==> src/rtl/hazard_pkg.sv <==
// Shared types and constants for the hazard scoreboard and its per-register entries.
package hazard_pkg;

    localparam int NREGS_DEF = 32;

    typedef logic [4:0] reg_idx_t;

    // RV32I major opcodes that the surrounding decode logic classifies on.
    localparam logic [6:0] LOAD   = 7'b000_0011;
    localparam logic [6:0] STORE  = 7'b010_0011;
    localparam logic [6:0] JAL    = 7'b110_1111;
    localparam logic [6:0] JALR   = 7'b110_0111;
    localparam logic [6:0] B_TYPE = 7'b110_0011;
    localparam logic [6:0] LUI    = 7'b011_0111;
    localparam logic [6:0] AUIPC  = 7'b001_0111;

endpackage

==> src/rtl/hsb_entry.sv <==
// One register's pending-write counter and load-age tracker, with saturation and sticky error.
module hsb_entry #(
    parameter int CNT_W    = 2,
    parameter int LOAD_LAT = 2
) (
    input  logic             clk,
    input  logic             reset,
    input  logic             inc,
    input  logic             load_set,
    input  logic [1:0]       dec,
    output logic [CNT_W-1:0] cnt,
    output logic [CNT_W-1:0] cnt_next,
    output logic [1:0]       age,
    output logic             err
);

    localparam logic [CNT_W:0] MAX = {1'b0, {CNT_W{1'b1}}};

    logic [CNT_W:0] up;
    logic [CNT_W:0] dec_w;
    logic [CNT_W:0] diff;
    logic           under;
    logic           over;
    logic [1:0]     age_next;

    // inc and dec are applied in a single step so issue+writeback in one cycle nets to zero.
    always_comb begin
        up       = {1'b0, cnt} + {{CNT_W{1'b0}}, inc};
        dec_w    = (CNT_W + 1)'(dec);
        diff     = up - dec_w;
        under    = 1'b0;
        over     = 1'b0;
        cnt_next = cnt;
        if (up < dec_w) begin
            under    = 1'b1;
            cnt_next = '0;
        end else if (diff > MAX) begin
            over     = 1'b1;
            cnt_next = MAX[CNT_W-1:0];
        end else begin
            cnt_next = diff[CNT_W-1:0];
        end
    end

    always_comb begin
        age_next = age;
        if (load_set) begin
            age_next = 2'(LOAD_LAT);
        end else if ((dec != 2'd0) && (cnt_next == '0)) begin
            age_next = 2'd0;
        end else if (age != 2'd0) begin
            age_next = age - 2'd1;
        end
    end

    always_ff @(posedge clk) begin
        if (reset) begin
            cnt <= '0;
            age <= 2'd0;
            err <= 1'b0;
        end else begin
            cnt <= cnt_next;
            age <= age_next;
            err <= err | under | over;
        end
    end

endmodule

==> src/rtl/hazard_scoreboard.sv <==
// Register scoreboard: tracks in-flight writes per register and answers decode operand queries.
module hazard_scoreboard
    import hazard_pkg::*;
#(
    parameter int NREGS    = NREGS_DEF,
    parameter int CNT_W    = 2,
    parameter int LOAD_LAT = 2
) (
    input  logic        clk,
    input  logic        reset,
    input  logic        issue_valid,
    input  logic [4:0]  issue_rd,
    input  logic        issue_regwen,
    input  logic        issue_is_load,
    input  logic        stall_in,
    input  logic        wb_valid,
    input  logic [4:0]  wb_rd,
    input  logic        kill_valid,
    input  logic [4:0]  kill_rd,
    input  logic [4:0]  q_rs1,
    input  logic [4:0]  q_rs2,
    input  logic        q_use_rs1,
    input  logic        q_use_rs2,
    output logic        busy1,
    output logic        busy2,
    output logic        load_busy1,
    output logic        load_busy2,
    output logic        stall_req,
    output logic [5:0]  outstanding,
    output logic        err,
    output logic [15:0] stall_cycles
);

    logic [CNT_W-1:0] cnt_arr      [NREGS];
    logic [CNT_W-1:0] cnt_next_arr [NREGS];
    logic [1:0]       age_arr      [NREGS];
    logic [NREGS-1:0] err_vec;
    logic             issue_cnt;
    logic [5:0]       outstanding_next;

    // Slot 0 is a constant-zero x0 so the read muxes need no special case.
    assign cnt_arr[0]      = '0;
    assign cnt_next_arr[0] = '0;
    assign age_arr[0]      = 2'd0;
    assign err_vec[0]      = 1'b0;

    assign issue_cnt = issue_valid & ~stall_in & issue_regwen & (issue_rd != 5'd0);

    for (genvar r = 1; r < NREGS; r++) begin : g_entry
        logic       inc;
        logic       wb_hit;
        logic       kill_hit;
        logic [1:0] dec;

        assign inc      = issue_cnt & (issue_rd == reg_idx_t'(r));
        assign wb_hit   = wb_valid & (wb_rd == reg_idx_t'(r));
        assign kill_hit = kill_valid & (kill_rd == reg_idx_t'(r));
        assign dec      = {1'b0, wb_hit} + {1'b0, kill_hit};

        hsb_entry #(
            .CNT_W    (CNT_W),
            .LOAD_LAT (LOAD_LAT)
        ) u_entry (
            .clk      (clk),
            .reset    (reset),
            .inc      (inc),
            .load_set (inc & issue_is_load),
            .dec      (dec),
            .cnt      (cnt_arr[r]),
            .cnt_next (cnt_next_arr[r]),
            .age      (age_arr[r]),
            .err      (err_vec[r])
        );
    end

    assign busy1      = (cnt_arr[q_rs1] != '0);
    assign busy2      = (cnt_arr[q_rs2] != '0);
    assign load_busy1 = (age_arr[q_rs1] != 2'd0);
    assign load_busy2 = (age_arr[q_rs2] != 2'd0);
    assign stall_req  = (q_use_rs1 & load_busy1) | (q_use_rs2 & load_busy2);
    assign err        = |err_vec;

    always_comb begin
        outstanding_next = 6'd0;
        for (int r = 1; r < NREGS; r++) begin
            outstanding_next = outstanding_next + 6'(cnt_next_arr[r]);
        end
    end

    always_ff @(posedge clk) begin
        if (reset) begin
            outstanding  <= 6'd0;
            stall_cycles <= 16'd0;
        end else begin
            outstanding <= outstanding_next;
            if (stall_req && (stall_cycles != 16'hFFFF)) begin
                stall_cycles <= stall_cycles + 16'd1;
            end
        end
    end

endmodule
==> config.mk <==
export PLATFORM = sky130hd
export DESIGN_NAME = hazard_scoreboard
export DESIGN_NICKNAME = d
export VERILOG_FILES = /design/src/rtl/hazard_pkg.sv /design/src/rtl/hsb_entry.sv /design/src/rtl/hazard_scoreboard.sv
export SDC_FILE = /design/constraint.sdc
export NUM_CORES = 1
export LEC_CHECK = 0
export BUFFER_PORTS_ARGS = -buffer_cell sky130_fd_sc_hd__buf_2
export CAP_MARGIN = 20
export CORE_MARGIN = 2
export CORE_UTILIZATION = 40
export CTS_BUF_LIST = sky130_fd_sc_hd__clkbuf_4 sky130_fd_sc_hd__clkbuf_8
export CTS_CLUSTER_DIAMETER = 120
export DETAILED_ROUTE_END_ITERATION = 6
export PLACE_DENSITY = 0.55
export SETUP_SLACK_MARGIN = 0.05
export SYNTH_ARGS = -nofsm -noshare
export SYNTH_HDL_FRONTEND = slang
export SYNTH_SLANG_ARGS = --single-unit
==> constraint.sdc <==
create_clock -name clk -period 14.85 [get_ports clk]
set_input_delay 4.455 -clock clk [delete_from_list [all_inputs] [get_ports clk]]
set_output_delay 4.455 -clock clk [all_outputs]
set_load 0.01 [all_outputs]
* Word-level counts from Yosys, hierarchy flattened *
Index checks and enable logic that the tools add are counted.

word-level totals
  bits of input ports = 35
  output and inout port bits = 28
  flip-flop bits (word level) = 177

operators by class
  eq/ne operators = 94
  mux-type cells = 260
  add/sub/neg operators = 155
  reduce and logical (&&, ||, !) cells = 193
  $lt $le $gt $ge = 64
  bitwise logic cells = 195

operator list
  operator                                                                          count
  2-bit 2-to-1 mux                                                                  163
  5-bit == test (second input constant)                                             48
  6-bit by 2-bit adder with 6-bit output                                            26
  2-bit nonzero test                                                                66
  1-bit bitwise AND                                                                 129
  5-bit by 4-bit == test with 1-bit output (second input constant)                  24
  2-bit by 1-bit adder with 3-bit output                                            31
  3-bit by 2-bit greater-than comparator with 1-bit output (second input constant)  31
  3-bit by 2-bit less-than comparator with 1-bit output                             31
  1-bit 2-to-1 mux                                                                  93
  3-bit nonzero test                                                                31
  3-bit OR reduction                                                                31
  3-bit by 2-bit subtractor with 3-bit output                                       31
  1-bit bitwise OR                                                                  63
  1-bit by 1-bit adder with 2-bit output                                            31
  2-bit zero test                                                                   31
  2-bit by 1-bit subtractor with 2-bit output (second input constant)               31
  5-bit by 3-bit == test with 1-bit output (second input constant)                  12
  2-bit binary-select mux with 5-bit select                                         4
  1-bit logical AND                                                                 32
  31-bit OR reduction                                                               1
  5-bit by 2-bit == test with 1-bit output (second input constant)                  6
  16-bit by 1-bit adder with 16-bit output (second input constant)                  1
  16-bit inequality test (second input constant)                                    1
  9 further kinds                                                                   13

* Depth between registers and ports, before layout *
  depth after elaboration = 40
  depth in mapped cells = 31

* Hierarchy *
A second synthesis with hierarchy kept.

unflattened totals
  cell total of the unflattened synthesis = 1742
  area total of the unflattened synthesis = 15909.0 um^2

modules (own cells, without submodules)
  module             instances  area an instance (um^2)  sequential area each (um^2)  cells an instance
  hsb_entry          31         342.8                    100.1                        33
  hazard_scoreboard  1          5281.3                   440.4                        719

* Least setup slack after synthesis *
No wires, ideal clock.

  path kind = input to register
  start = in issue_rd[1]
  end = reg outstanding[5]
  arrival time = 11.964 ns
  library setup time = 0.128 ns
  data required time = 14.722 ns
  slack = 2.758 ns
  path buffers = 2
  stages = 29
  cell sequence = nor4_1 -> or3_1 -> clkbuf_1 -> clkbuf_1 -> nor2_1 -> ha_1 -> ha_1 -> inv_1 -> fa_1 -> nand2_1 -> nand2_1 -> a221oi_1 -> inv_1 -> fa_1 -> inv_1 -> fa_1 -> fa_1 -> fa_1 -> fa_1 -> fa_1 -> inv_1 -> fa_1 -> inv_1 -> ha_1 -> fa_1 -> a21o_1 -> a21oi_1 -> xnor2_1 -> nor2_1

between the ends
  longest elaborated chain between the ends = 38
  elaborated cells between the ends (all ways) = 280

RTL lines
  what                                                      line                     RTL
  start, declared                                           hazard_scoreboard.sv:12  input logic [4:0] issue_rd,
  5-bit nonzero test                                        hazard_scoreboard.sv:47  assign issue_cnt = issue_valid & ~stall_in & issue_regwen & (issue_rd != 5'd0);
  1-bit bitwise AND                                         hazard_scoreboard.sv:47
  1-bit bitwise AND                                         hazard_scoreboard.sv:55  assign inc = issue_cnt & (issue_rd == reg_idx_t'(r));
  2-bit by 1-bit adder with 3-bit output                    hsb_entry.sv:28          up = {1'b0, cnt} + {{CNT_W{1'b0}}, inc};
  3-bit by 2-bit subtractor with 3-bit output               hsb_entry.sv:30          diff = up - dec_w;
  3-bit by 2-bit greater-than comparator with 1-bit output  hsb_entry.sv:37          end else if (diff > MAX) begin
  2-bit 2-to-1 mux                                          hsb_entry.sv:37
  2-bit 2-to-1 mux                                          hsb_entry.sv:34          if (up < dec_w) begin
  2-bit by 2-bit adder with 3-bit output                    hazard_scoreboard.sv:86  outstanding_next = outstanding_next + 6'(cnt_next_arr[r]);
  3-bit by 2-bit adder with 4-bit output                    hazard_scoreboard.sv:86
  4-bit by 2-bit adder with 5-bit output                    hazard_scoreboard.sv:86
  5-bit by 2-bit adder with 6-bit output                    hazard_scoreboard.sv:86
  6-bit by 2-bit adder with 6-bit output (25 in a row)      hazard_scoreboard.sv:86
  6-bit by 2-bit adder with 6-bit output (*)                hazard_scoreboard.sv:86
  end signal, assigned                                      hazard_scoreboard.sv:95  outstanding <= outstanding_next;
  end, declared                                             hazard_scoreboard.sv:29  output logic [5:0] outstanding,

Every way passes the cells marked *; elsewhere a longest branch is shown, timed or not.
A chain may end at the register's enable or synchronous reset.

* Worst setup path after layout *
Same ends and word-level chain as after synthesis.

==> flow_summary.json <==
{
  "port_buffers": 62,
  "cp-end-kind": "register",
  "peakVddDrop_mv": 0.100,
  "start_util_pct": 40.4,
  "avgSynthCellArea_um2": 8.16,
  "place_congestion": 1.02,
  "tns_ns": 0,
  "wl_per_cell_um": 19.9,
  "slew-limit-headroom_pct": 36.0,
  "fp-row-count": 71,
  "core_mm2": 0.0375,
  "maxCapViolations": 0,
  "synthTopCellsByCount": "inv_1, nor2_1, dfxtp_1",
  "ant_nets": 0,
  "design_area_mm2": 0.0163,
  "grt_max_degree": 106,
  "place_area_mm2": 0.0159,
  "critPathTopFamily": "adder cells",
  "synth_cell_type_count": 59,
  "route.detailed.drc": 0,
  "fmax_ghz": 0.0795,
  "grt-ovfl-total": 0,
  "cts_hold_buffers": 0,
  "clock_skew_ns": 0.0162,
  "dieWidth_um": 199,
  "synthToLayoutAreaGrowth_pct": 7.72,
  "netlist_instances": 1856,
  "fin_crit_sh_pct": 84.7,
  "worstMarginPinSlew_ns": 0.960,
  "ctsResizeCount": 0,
  "synth-edff-count": 0,
  "rsz0062_at_grt": "false",
  "vias_per_cell": 5.44,
  "numCtsBuffers": 17,
  "htree_levels": 4,
  "diodes": 0,
  "grt_pass1_wl_um": 72900,
  "setup_viol": 0,
  "worst-path-buf-inv": 6,
  "synthArstFlopShare_pct": 0,
  "finalHoldViolations": 0,
  "path_clk_slew_ns": 0.10,
  "wl_um": 48100,
  "post_cts_buffers": 0,
  "synth_top_area_cell": "dfxtp_1",
  "clk_path_buf_depth": 2,
  "die_height_um": 199,
  "fin_crit_ns": 12.57,
  "clock_sinks": 177,
  "drive_gt1_share_pct": 6.67,
  "cpMaxStageDelayCell": "or3_1",
  "io_pins": 63,
  "drtIter0Drc": 1240,
  "crit_top_cell": "fa_1",
  "grt.total_usage_pct": 25.0,
  "clock-root-buffer": "clkbuf_8",
  "critPathKind": "in2reg",
  "synthDominantCellAreaShare_pct": 23.4,
  "min_path_type": "reg2reg",
  "worstPathRequired_ns": 15.23,
  "firstDrtPassIters": 6,
  "clkLatencyLatePin_ns": 0.52,
  "worstPathArrival_ns": 12.96,
  "power.density_mw_per_mm2": 99.2,
  "dp_hpwl_um": 39200,
  "grt_pass1_vias": 12400,
  "report.final.slew_viol_count": 0,
  "outcome": "finished, final reports clean",
  "rrSetupSlack_ns": 7.42,
  "syn_area_mm2": 0.0152,
  "nFillCells": 3813,
  "p_leak_nw": 6.98,
  "dominantRegCellSynth": "dfxtp_1",
  "crit_path_start_kind": "input pin",
  "synth_area_leaders": "dfxtp_1, fa_1, ha_1",
  "yosysWarnings": 0,
  "max_stage_delay_ns": 0.81,
  "cts_tree": "done",
  "seq_area_frac_synth_pct": 23.4,
  "synth-seq-cells": 177,
  "dr_total_vias": 13100,
  "cp_max_fo": 16,
  "grt_antenna_before_repair": 1,
  "die-area_mm2": 0.0395,
  "layout.nets": 2210,
  "post-synth-top-count-cell": "inv_1",
  "syn_nets": 2175
}
-- power breakdown --
| group | total [mW] | internal, mW | switching [mW] |
|---|---|---|---|
| Clock | 0.344 | 0.142 | 0.202 |
| Combinational | 0.760 | 0.313 | 0.446 |
| Sequential | 0.516 | 0.501 | 0.0156 |
| Total | 1.62 | 0.956 | 0.664 |
-- final cells by class --
cell class	instances	area, um2	share of cell area [%]
Inverter	308	1160	7.08
Sequential cell	177	3540	21.7
Clock inverter	13	130	0.797
Multi-Input combinational cell	1316	10200	62.6
Clock buffer	19	255	1.56
Tap cell	511	639	3.92
Timing Repair Buffer	71	384	2.35
-- state kept, by name (all words and copies together) (netlist names) --
name,flops
g_entry.u_entry.err,31
stall_cycles,16
outstanding,6
g_entry.u_entry.cnt,62
g_entry.u_entry.age,62
-- cell usage in the layout, fill, tap and decap left out, types with 7 or more instances in the layout --
cell / count
clkbuf_8: 18
fa_1: 119
nor4b_1: 36
nand3_1: 14
dfxtp_1: 177
a22oi_1: 7
a221oi_1: 34
mux2_2: 7
nor3b_1: 11
ha_1: 165
buf_2: 61
o311ai_0: 27
a31oi_1: 26
buf_4: 9
xnor2_1: 15
inv_1: 306
a211oi_1: 16
nor2b_1: 20
nor3_1: 69
a21oi_1: 95
o31ai_1: 33
o211ai_1: 7
nor2_1: 305
mux4_2: 13
a21o_1: 11
nand2b_1: 10
nor4_1: 10
and2_1: 22
o21ai_0: 19
nand2_1: 171
-- final timing paths --
kind | to | cells after the start | startpoint
max | outstanding[5]$_SDFF_PP0_ | 28 | issue_rd[1]
min | g_entry[19].u_entry.age[0]$_SDFFE_PP0P_ | 1 | g_entry[19].u_entry.age[0]$_SDFFE_PP0P_
max reg2reg | outstanding[5]$_SDFF_PP0_ | 26 | g_entry[23].u_entry.cnt[0]$_SDFF_PP0_
min reg2reg | g_entry[19].u_entry.age[0]$_SDFFE_PP0P_ | 1 | g_entry[19].u_entry.age[0]$_SDFFE_PP0P_
-- metal layers --
| layer | part of all wire (%) | vias up | wire length (um) | GRT usage, % |
|---|---|---|---|---|
| li1 | - | 6320 | - | - |
| met5 | 0 | - | 0 | 0 |
| met1 | 47 | 6386 | 22600 | 35.4 |
| met4 | 2.5 | 0 | 1220 | 7.57 |
| met2 | 45 | 377 | 21500 | 39.7 |
| met3 | 5.8 | 62 | 2800 | 3.58 |
-- kinds of logic (layout without fill, tap and decap cells) --
kind of cell / Yosys count / in the layout / share of synthesized area [%]
compound gates: 298 / 298 / 13.4
xor+xnor: 18 / 18 / 1.04
fa+ha+maj: 284 / 284 / 29.3
buf+inv: 363 / 411 / 9.21
flops: 177 / 177 / 23.4
mux: 24 / 24 / 2.72
simple gates: 692 / 692 / 20.9
-- through the flow --
stage | setup slack (ns) | hold WS [ns] | power [mW] | util [%] | instances
global placement | 1.93 | 0.427 | 1.29 | 42.5 | 2382
global route | 1.75 | 0.459 | 1.77 | 43.5 | 2415
CTS | 2.29 | 0.448 | 1.64 | 43.5 | 2414
detailed placement | 1.73 | 0.435 | 1.29 | 42.5 | 2382
finish | 2.28 | 0.446 | 1.62 | 43.5 | 2415
floorplan | 2.76 | 0.415 | 1.08 | - | 1856
Note: power is estimated with default switching activity, not from simulation.
